[src/rtl/memory_access_stage.sv]
// Memory access pipeline stage: load/store over a req/gnt/rvalid data bus with a registered write-back triple.
// Optional build macro MISALIGN_TRAP_EN turns misaligned H/W accesses into faults instead of forcing alignment.
module memory_access_stage #(
  parameter int unsigned ADDR_W         = 32,
  parameter int unsigned DATA_W         = 32,
  parameter int unsigned TIMEOUT_CYCLES = 255
) (
  input  logic              clk_i,
  input  logic              reset_i,
  input  logic              ex_valid_i,
  output logic              ex_ready_o,
  input  logic [DATA_W-1:0] alu_y_i,
  input  logic [DATA_W-1:0] rrd2_i,
  input  logic [4:0]        rd_i,
  input  logic              reg_write_i,
  input  logic              mem_read_i,
  input  logic              mem_write_i,
  input  logic [2:0]        funct3_i,
  output logic              dbus_req_o,
  output logic              dbus_we_o,
  output logic [ADDR_W-1:0] dbus_addr_o,
  output logic [DATA_W-1:0] dbus_wdata_o,
  output logic [DATA_W/8-1:0] dbus_be_o,
  input  logic              dbus_gnt_i,
  input  logic              dbus_rvalid_i,
  input  logic [DATA_W-1:0] dbus_rdata_i,
  output logic              wb_valid_o,
  output logic              wb_regwe_o,
  output logic [4:0]        wb_regwa_o,
  output logic [DATA_W-1:0] wb_regwd_o,
  output logic              mem_fault_o
);

  localparam int unsigned BE_W  = DATA_W / 8;
  localparam int unsigned CNT_W = $clog2(TIMEOUT_CYCLES + 1);
  localparam logic [CNT_W-1:0] CNT_MAX  = CNT_W'(TIMEOUT_CYCLES);
  localparam logic [CNT_W-1:0] CNT_LAST = CNT_W'(TIMEOUT_CYCLES - 1);

  typedef enum logic [1:0] {IDLE, REQ, RESP, WB} state_e;

  state_e            state_q;
  logic [CNT_W-1:0]  cnt_q;
  logic [1:0]        off_q;
  logic [2:0]        f3_q;
  logic              regwe_q;
  logic              trap_q;
  logic              ex_ready_q, dbus_req_q, dbus_we_q;
  logic [ADDR_W-1:0] dbus_addr_q;
  logic [DATA_W-1:0] dbus_wdata_q;
  logic [BE_W-1:0]   dbus_be_q;
  logic              wb_valid_q, wb_regwe_q, mem_fault_q;
  logic [4:0]        wb_regwa_q;
  logic [DATA_W-1:0] wb_regwd_q;

  logic              is_mem_c, trap_c;
  logic [1:0]        off_c;
  logic [DATA_W-1:0] wdata_c, shifted_c, load_c;
  logic [BE_W-1:0]   be_c;

  assign is_mem_c = mem_read_i | mem_write_i;

  // Store lane steering; the byte offset ignores address bits below the access size.
  always_comb begin
    off_c   = alu_y_i[1:0];
    wdata_c = rrd2_i;
    be_c    = '1;
    case (funct3_i[1:0])
      2'b00: begin
        wdata_c = {BE_W{rrd2_i[7:0]}};
        be_c    = BE_W'(1) << alu_y_i[1:0];
      end
      2'b01: begin
        off_c   = {alu_y_i[1], 1'b0};
        wdata_c = {(BE_W/2){rrd2_i[15:0]}};
        be_c    = BE_W'(3) << {alu_y_i[1], 1'b0};
      end
      default: off_c = 2'b00;
    endcase
  end

`ifdef MISALIGN_TRAP_EN
  always_comb begin
    case (funct3_i[1:0])
      2'b00:   trap_c = 1'b0;
      2'b01:   trap_c = is_mem_c & alu_y_i[0];
      default: trap_c = is_mem_c & (|alu_y_i[1:0]);
    endcase
  end
`else
  assign trap_c = 1'b0;
`endif

  // Load extraction from the captured lane offset and access type.
  always_comb begin
    shifted_c = dbus_rdata_i >> {off_q, 3'b000};
    case (f3_q[1:0])
      2'b00:   load_c = f3_q[2] ? DATA_W'(shifted_c[7:0])
                                : {{(DATA_W-8){shifted_c[7]}}, shifted_c[7:0]};
      2'b01:   load_c = f3_q[2] ? DATA_W'(shifted_c[15:0])
                                : {{(DATA_W-16){shifted_c[15]}}, shifted_c[15:0]};
      default: load_c = shifted_c;
    endcase
  end

  always_ff @(posedge clk_i or posedge reset_i) begin
    if (reset_i) begin
      state_q      <= IDLE;
      cnt_q        <= '0;
      off_q        <= '0;
      f3_q         <= '0;
      regwe_q      <= 1'b0;
      trap_q       <= 1'b0;
      ex_ready_q   <= 1'b1;
      dbus_req_q   <= 1'b0;
      dbus_we_q    <= 1'b0;
      dbus_addr_q  <= '0;
      dbus_wdata_q <= '0;
      dbus_be_q    <= '0;
      wb_valid_q   <= 1'b0;
      wb_regwe_q   <= 1'b0;
      wb_regwa_q   <= '0;
      wb_regwd_q   <= '0;
      mem_fault_q  <= 1'b0;
    end else begin
      wb_valid_q  <= 1'b0;
      mem_fault_q <= 1'b0;
      case (state_q)
        IDLE: begin
          if (ex_valid_i) begin
            ex_ready_q <= 1'b0;
            wb_regwa_q <= rd_i;
            f3_q       <= funct3_i;
            off_q      <= off_c;
            regwe_q    <= reg_write_i & (rd_i != 5'd0);
            trap_q     <= trap_c;
            if (trap_c) begin
              wb_regwe_q <= 1'b0;
              wb_regwd_q <= '0;
              state_q    <= WB;
            end else if (is_mem_c) begin
              dbus_req_q   <= 1'b1;
              dbus_we_q    <= mem_write_i;
              dbus_addr_q  <= ADDR_W'(alu_y_i) & ~ADDR_W'(3);
              dbus_wdata_q <= wdata_c;
              dbus_be_q    <= mem_write_i ? be_c : '0;
              cnt_q        <= '0;
              state_q      <= REQ;
            end else begin
              wb_regwe_q <= reg_write_i & (rd_i != 5'd0);
              wb_regwd_q <= alu_y_i;
              state_q    <= WB;
            end
          end
        end
        REQ: begin
          if (cnt_q != CNT_MAX) cnt_q <= cnt_q + CNT_W'(1);
          if (dbus_gnt_i) begin
            dbus_req_q <= 1'b0;
            if (dbus_we_q) begin
              wb_valid_q <= 1'b1;
              wb_regwe_q <= 1'b0;
              wb_regwd_q <= '0;
              state_q    <= WB;
            end else begin
              state_q <= RESP;
            end
          end else if (cnt_q >= CNT_LAST) begin
            dbus_req_q  <= 1'b0;
            wb_valid_q  <= 1'b1;
            mem_fault_q <= 1'b1;
            wb_regwe_q  <= 1'b0;
            wb_regwd_q  <= '0;
            state_q     <= WB;
          end
        end
        RESP: begin
          if (cnt_q != CNT_MAX) cnt_q <= cnt_q + CNT_W'(1);
          if (dbus_rvalid_i) begin
            wb_valid_q <= 1'b1;
            wb_regwe_q <= regwe_q;
            wb_regwd_q <= load_c;
            state_q    <= WB;
          end else if (cnt_q >= CNT_LAST) begin
            wb_valid_q  <= 1'b1;
            mem_fault_q <= 1'b1;
            wb_regwe_q  <= 1'b0;
            wb_regwd_q  <= '0;
            state_q     <= WB;
          end
        end
        WB: begin
          // Bus completions raise the pulse on entry; ALU results and traps raise it here.
          if (!wb_valid_q) begin
            wb_valid_q  <= 1'b1;
            mem_fault_q <= trap_q;
          end else begin
            ex_ready_q <= 1'b1;
            state_q    <= IDLE;
          end
        end
        default: state_q <= IDLE;
      endcase
    end
  end

  assign ex_ready_o   = ex_ready_q;
  assign dbus_req_o   = dbus_req_q;
  assign dbus_we_o    = dbus_we_q;
  assign dbus_addr_o  = dbus_addr_q;
  assign dbus_wdata_o = dbus_wdata_q;
  assign dbus_be_o    = dbus_be_q;
  assign wb_valid_o   = wb_valid_q;
  assign wb_regwe_o   = wb_regwe_q;
  assign wb_regwa_o   = wb_regwa_q;
  assign wb_regwd_o   = wb_regwd_q;
  assign mem_fault_o  = mem_fault_q;

endmodule
[config.mk]
export PLATFORM = sky130hd
export DESIGN_NAME = memory_access_stage
export DESIGN_NICKNAME = d
export VERILOG_FILES = /design/src/rtl/memory_access_stage.sv
export SDC_FILE = /design/constraint.sdc
export NUM_CORES = 1
export LEC_CHECK = 0
export CORE_ASPECT_RATIO = 1.1
export CORE_MARGIN = 2
export CORE_UTILIZATION = 49
export CTS_CLUSTER_SIZE = 12
export DETAILED_ROUTE_END_ITERATION = 12
export PLACE_DENSITY = 0.85
export SETUP_SLACK_MARGIN = 0.05
export SLEW_MARGIN = 20
export SYNTH_ARGS = -nofsm -noshare
export SYNTH_HDL_FRONTEND = slang
export SYNTH_SLANG_ARGS = --single-unit
export TNS_END_PERCENT = 10
[constraint.sdc]
create_clock -name clk_i -period 8.8 [get_ports clk_i]
set_input_delay 1.76 -clock clk_i [delete_from_list [all_inputs] [get_ports clk_i]]
set_output_delay 1.76 -clock clk_i [all_outputs]
set_load 0.02 [all_outputs]
==> metrics.md <==
| Metric | Value |
|---|---|
| Setup CP Type | primary input to register |
| Normalized max-slew margin | 33.4% |
| Critical path origin | mem_write_i |
| Vias | 5931 |
| Post-cts gate resize count | 0 |
| Tightest Hold Check Type | register to register |
| Design Area, Final | 9090 um^2 |
| Vias in the first global route | 6003 |
| Placed cells | 970 |
| Pre-antenna DRT Iters | 5 |
| Worst r2r dst | wb_regwd_o[12] |
| Die W | 111 um |
| Largest net degree at the start of global routing | 71 |
| # DRC | 0 |
| Hpwl dp | 15000 um |
| Share of the yosys chip area belonging to registers | 50.5% |
| Pwr per Cell Area | 371 nW/um^2 |
| Share of cells above drive strength 1 | 6.75% |
| HP Start | dbus_addr_o[26] |
| I/O pins | 223 |
| Status | finished clean |
| Setup Slack @ Placement | 4.62 ns |
| Hold Vio Cnt, Final | 0 |
| Root buf cell | clkbuf_16 |
| Clk_skew | 0.0103 ns |
| F_max | 0.261 GHz |
| Final Non-Filler Cells | 1002 |
| Tightest Pin Transition | 0.995 ns |
| Synth top area cells | dfrtp_1, nand2_1, mux2i_1 |
| R2R setup slack | 5.54 ns |
| TritonCTS clock tree | yes |
| Worst Hold Depth | 2 |
| Async SR Flop Fraction | 100% |
| Leading cell type in the layout, fill and taps excluded | clkdlybuf4s50_1 |
| Period utilisation layout | 43.6% |
| Global-route wire length before repair | 32200 um |
| Grt ovf | 0 |
| CP arrival | 4.18 ns |
| Synthesized area per cell | 9.91 um^2 |
| Ys flop type | dfrtp_1 |
| Worst reg2reg path depth | 7 |
| Starting density of the core | 49.6% |
| Crit path launch type | primary input |
| Area grow syn2layout | 46.8% |
| Ys Warns | 0 |
| Critical Path RT | 9.15 ns |
| Drt first-iter violations | 582 |
| Final Wtd Congestion | 0.912 |
| Endpoint type of the worst setup path | register |
| Post-synth top area share | 50.1% |
| # hold bufs at CTS | 0 |
| Tot GR Track Use | 30.4% |
| VDD IR max | 0.221 mV |
| Max_cap viols | 0 |
| Reg-to-Reg Start | state_q[0] |
| Post-Syn Instances | 625 |
| Final setup fails | 0 |
| Synthesized area | 6190 um^2 |
| Clk Latency, worst-skew pair | 0.41 ns |
| Inserted Clock Buffers | 17 |
| Worst hold endpoint | dbus_addr_o[26] |
| Static power due to leakage | 4.07 nW |
| Initial antenna violation count | 0 |
| Setup TNS | 0 ns |
| # fillers | 889 |
| Setup WS post-layout | 4.97 ns |
| Std-Cell Rows | 43 |
| Total core area | 12500 um^2 |
| IO buf count | 220 |
| # nets final | 950 |
| Die area | 13600 um^2 |
| Clock Path Buffers | 2 |
| Post-synth EDFFs | 0 |
| Worst-path clk slew | 0.06 ns |
| Die extent in y | 122 um |
| Most frequent cells in the layout | clkdlybuf4s50_1, nand2_1, dfrtp_1 |
| Post-DP Area | 8470 um^2 |
| Final min period | 3.83 ns |
| Post-DRT Antenna Nets | 0 |
| Flops & latches, synth | 125 |
| Max FO, Critical Path | 33 |
| RSZ-0062 raised after global routing | no |
| Vias per cell | 5.92 |
| Sink Count | 125 |
| Slew Limit Fails | 0 |
| Post-CTS setup buffers | 0 |
| Library cells used by synthesis | 59 |
| Cell taking the most area after synthesis | dfrtp_1 |
| DRT Wirelength | 20700 um |
| Drt wl/cell | 20.6 um |
| Diode count | 0 |
| H-tree Lvls | 4 |
-- where the power goes --
group	internal, mW	switching [mW]
combinational	0.720	0.911
sequential	0.827	0.184
clock	0.481	0.247
total	2.03	1.34
-- per-layer routing --
| metal | track usage (%) | up-vias | routed length, um |
|---|---|---|---|
| met4 | 13.3 | 0 | 675 |
| met5 | 0 | - | 0 |
| met1 | 38.0 | 2884 | 7930 |
| met3 | 8.21 | 55 | 1910 |
| met2 | 50.2 | 331 | 10200 |
| li1 | - | 2661 | - |
-- synth_stat cells (2+ instances only) --
master,n
a211o_1,15
a211oi_1,2
a21oi_1,27
a221o_1,16
a32o_1,9
a32oi_1,8
and2_1,9
and2b_1,2
buf_1,2
buf_2,8
buf_4,2
buf_6,2
clkbuf_1,27
dfrtp_1,124
ha_1,6
inv_1,7
mux2_1,2
mux2_2,10
mux2i_1,39
mux4_2,2
nand2_1,157
nand2b_1,3
nand3_1,4
nand4_1,3
nor2_1,19
nor2b_1,11
nor3_1,3
o2111ai_1,2
o211a_1,2
o211ai_1,3
o21ai_0,48
o221ai_1,2
o22ai_1,2
o2bb2ai_1,16
o31ai_1,2
or2_2,2
or3_1,4
xor2_1,2
-- how the worst max path moves through the flow --
stage                                 to  slack (ns)  cells past startpoint
after floorplan                 cnt_q[0]        3.71                      1
after global placement    wb_regwd_o[17]        4.77                      6
after detailed placement  wb_regwd_o[19]        4.62                      6
after CTS                 wb_regwd_o[12]        5.01                      6
after global routing      wb_regwd_o[12]        4.81                      6
final                     wb_regwd_o[12]        4.97                      6
-- sequential cells by signal, indices dropped and copies added (netlist names) --
register / count
f3_q: 3
dbus_req_o: 1
dbus_wdata_o: 32
wb_regwd_o: 32
wb_valid_o: 1
regwe_q: 1
wb_regwe_o: 1
mem_fault_o: 1
ex_ready_o: 1
dbus_addr_o: 30
wb_regwa_o: 5
off_q: 2
cnt_q: 8
dbus_we_o: 1
state_q: 2
dbus_be_o: 4
-- through the flow --
step | utilization [%] | total power [mW] | hold WS [ns]
6_report | 72.8 | 3.37 | 0.475
5_1_grt | 72.8 | 3.53 | 0.492
4_1_cts | 72.8 | 3.37 | 0.477
3_5_place_dp | 67.9 | 2.63 | 0.462
3_3_place_gp | 67.9 | 2.56 | 0.459
2_1_floorplan | - | 1.90 | 0.451
-- critical path, cell delays in order --
cell and delay (ns):
clkdlybuf4s50_1 0.60, and4bb_2 0.32, o21ai_1 0.63, o21bai_2 0.25, buf_4 0.38, a221o_1 0.23
-- kinds of logic (layout without fill, tap and decap cells) --
kind of cell | count (synthesis) | count (layout) | share of synthesized area, %
flops | 125 | 125 | 50.5
fa+ha+maj | 6 | 6 | 1.21
compound gates | 164 | 164 | 19.1
simple gates | 225 | 225 | 16.1
buf+inv | 49 | 268 | 3.50
xor+xnor | 2 | 2 | 0.283
mux | 53 | 53 | 9.22
other cells | 1 | 2 | 0.0606
-- area by class of cell --
cell class,instances,area [um^2],share of cell area [%]
clock inverter,7,110,1.21
clock buffer,25,505,5.56
sequential,125,3130,34.4
tap,157,196,2.16
timing repair buffer,228,2260,24.9
inverter,8,32.5,0.358
multi-input combinational,452,2850,31.4
Power figures use the tool's default switching activity.
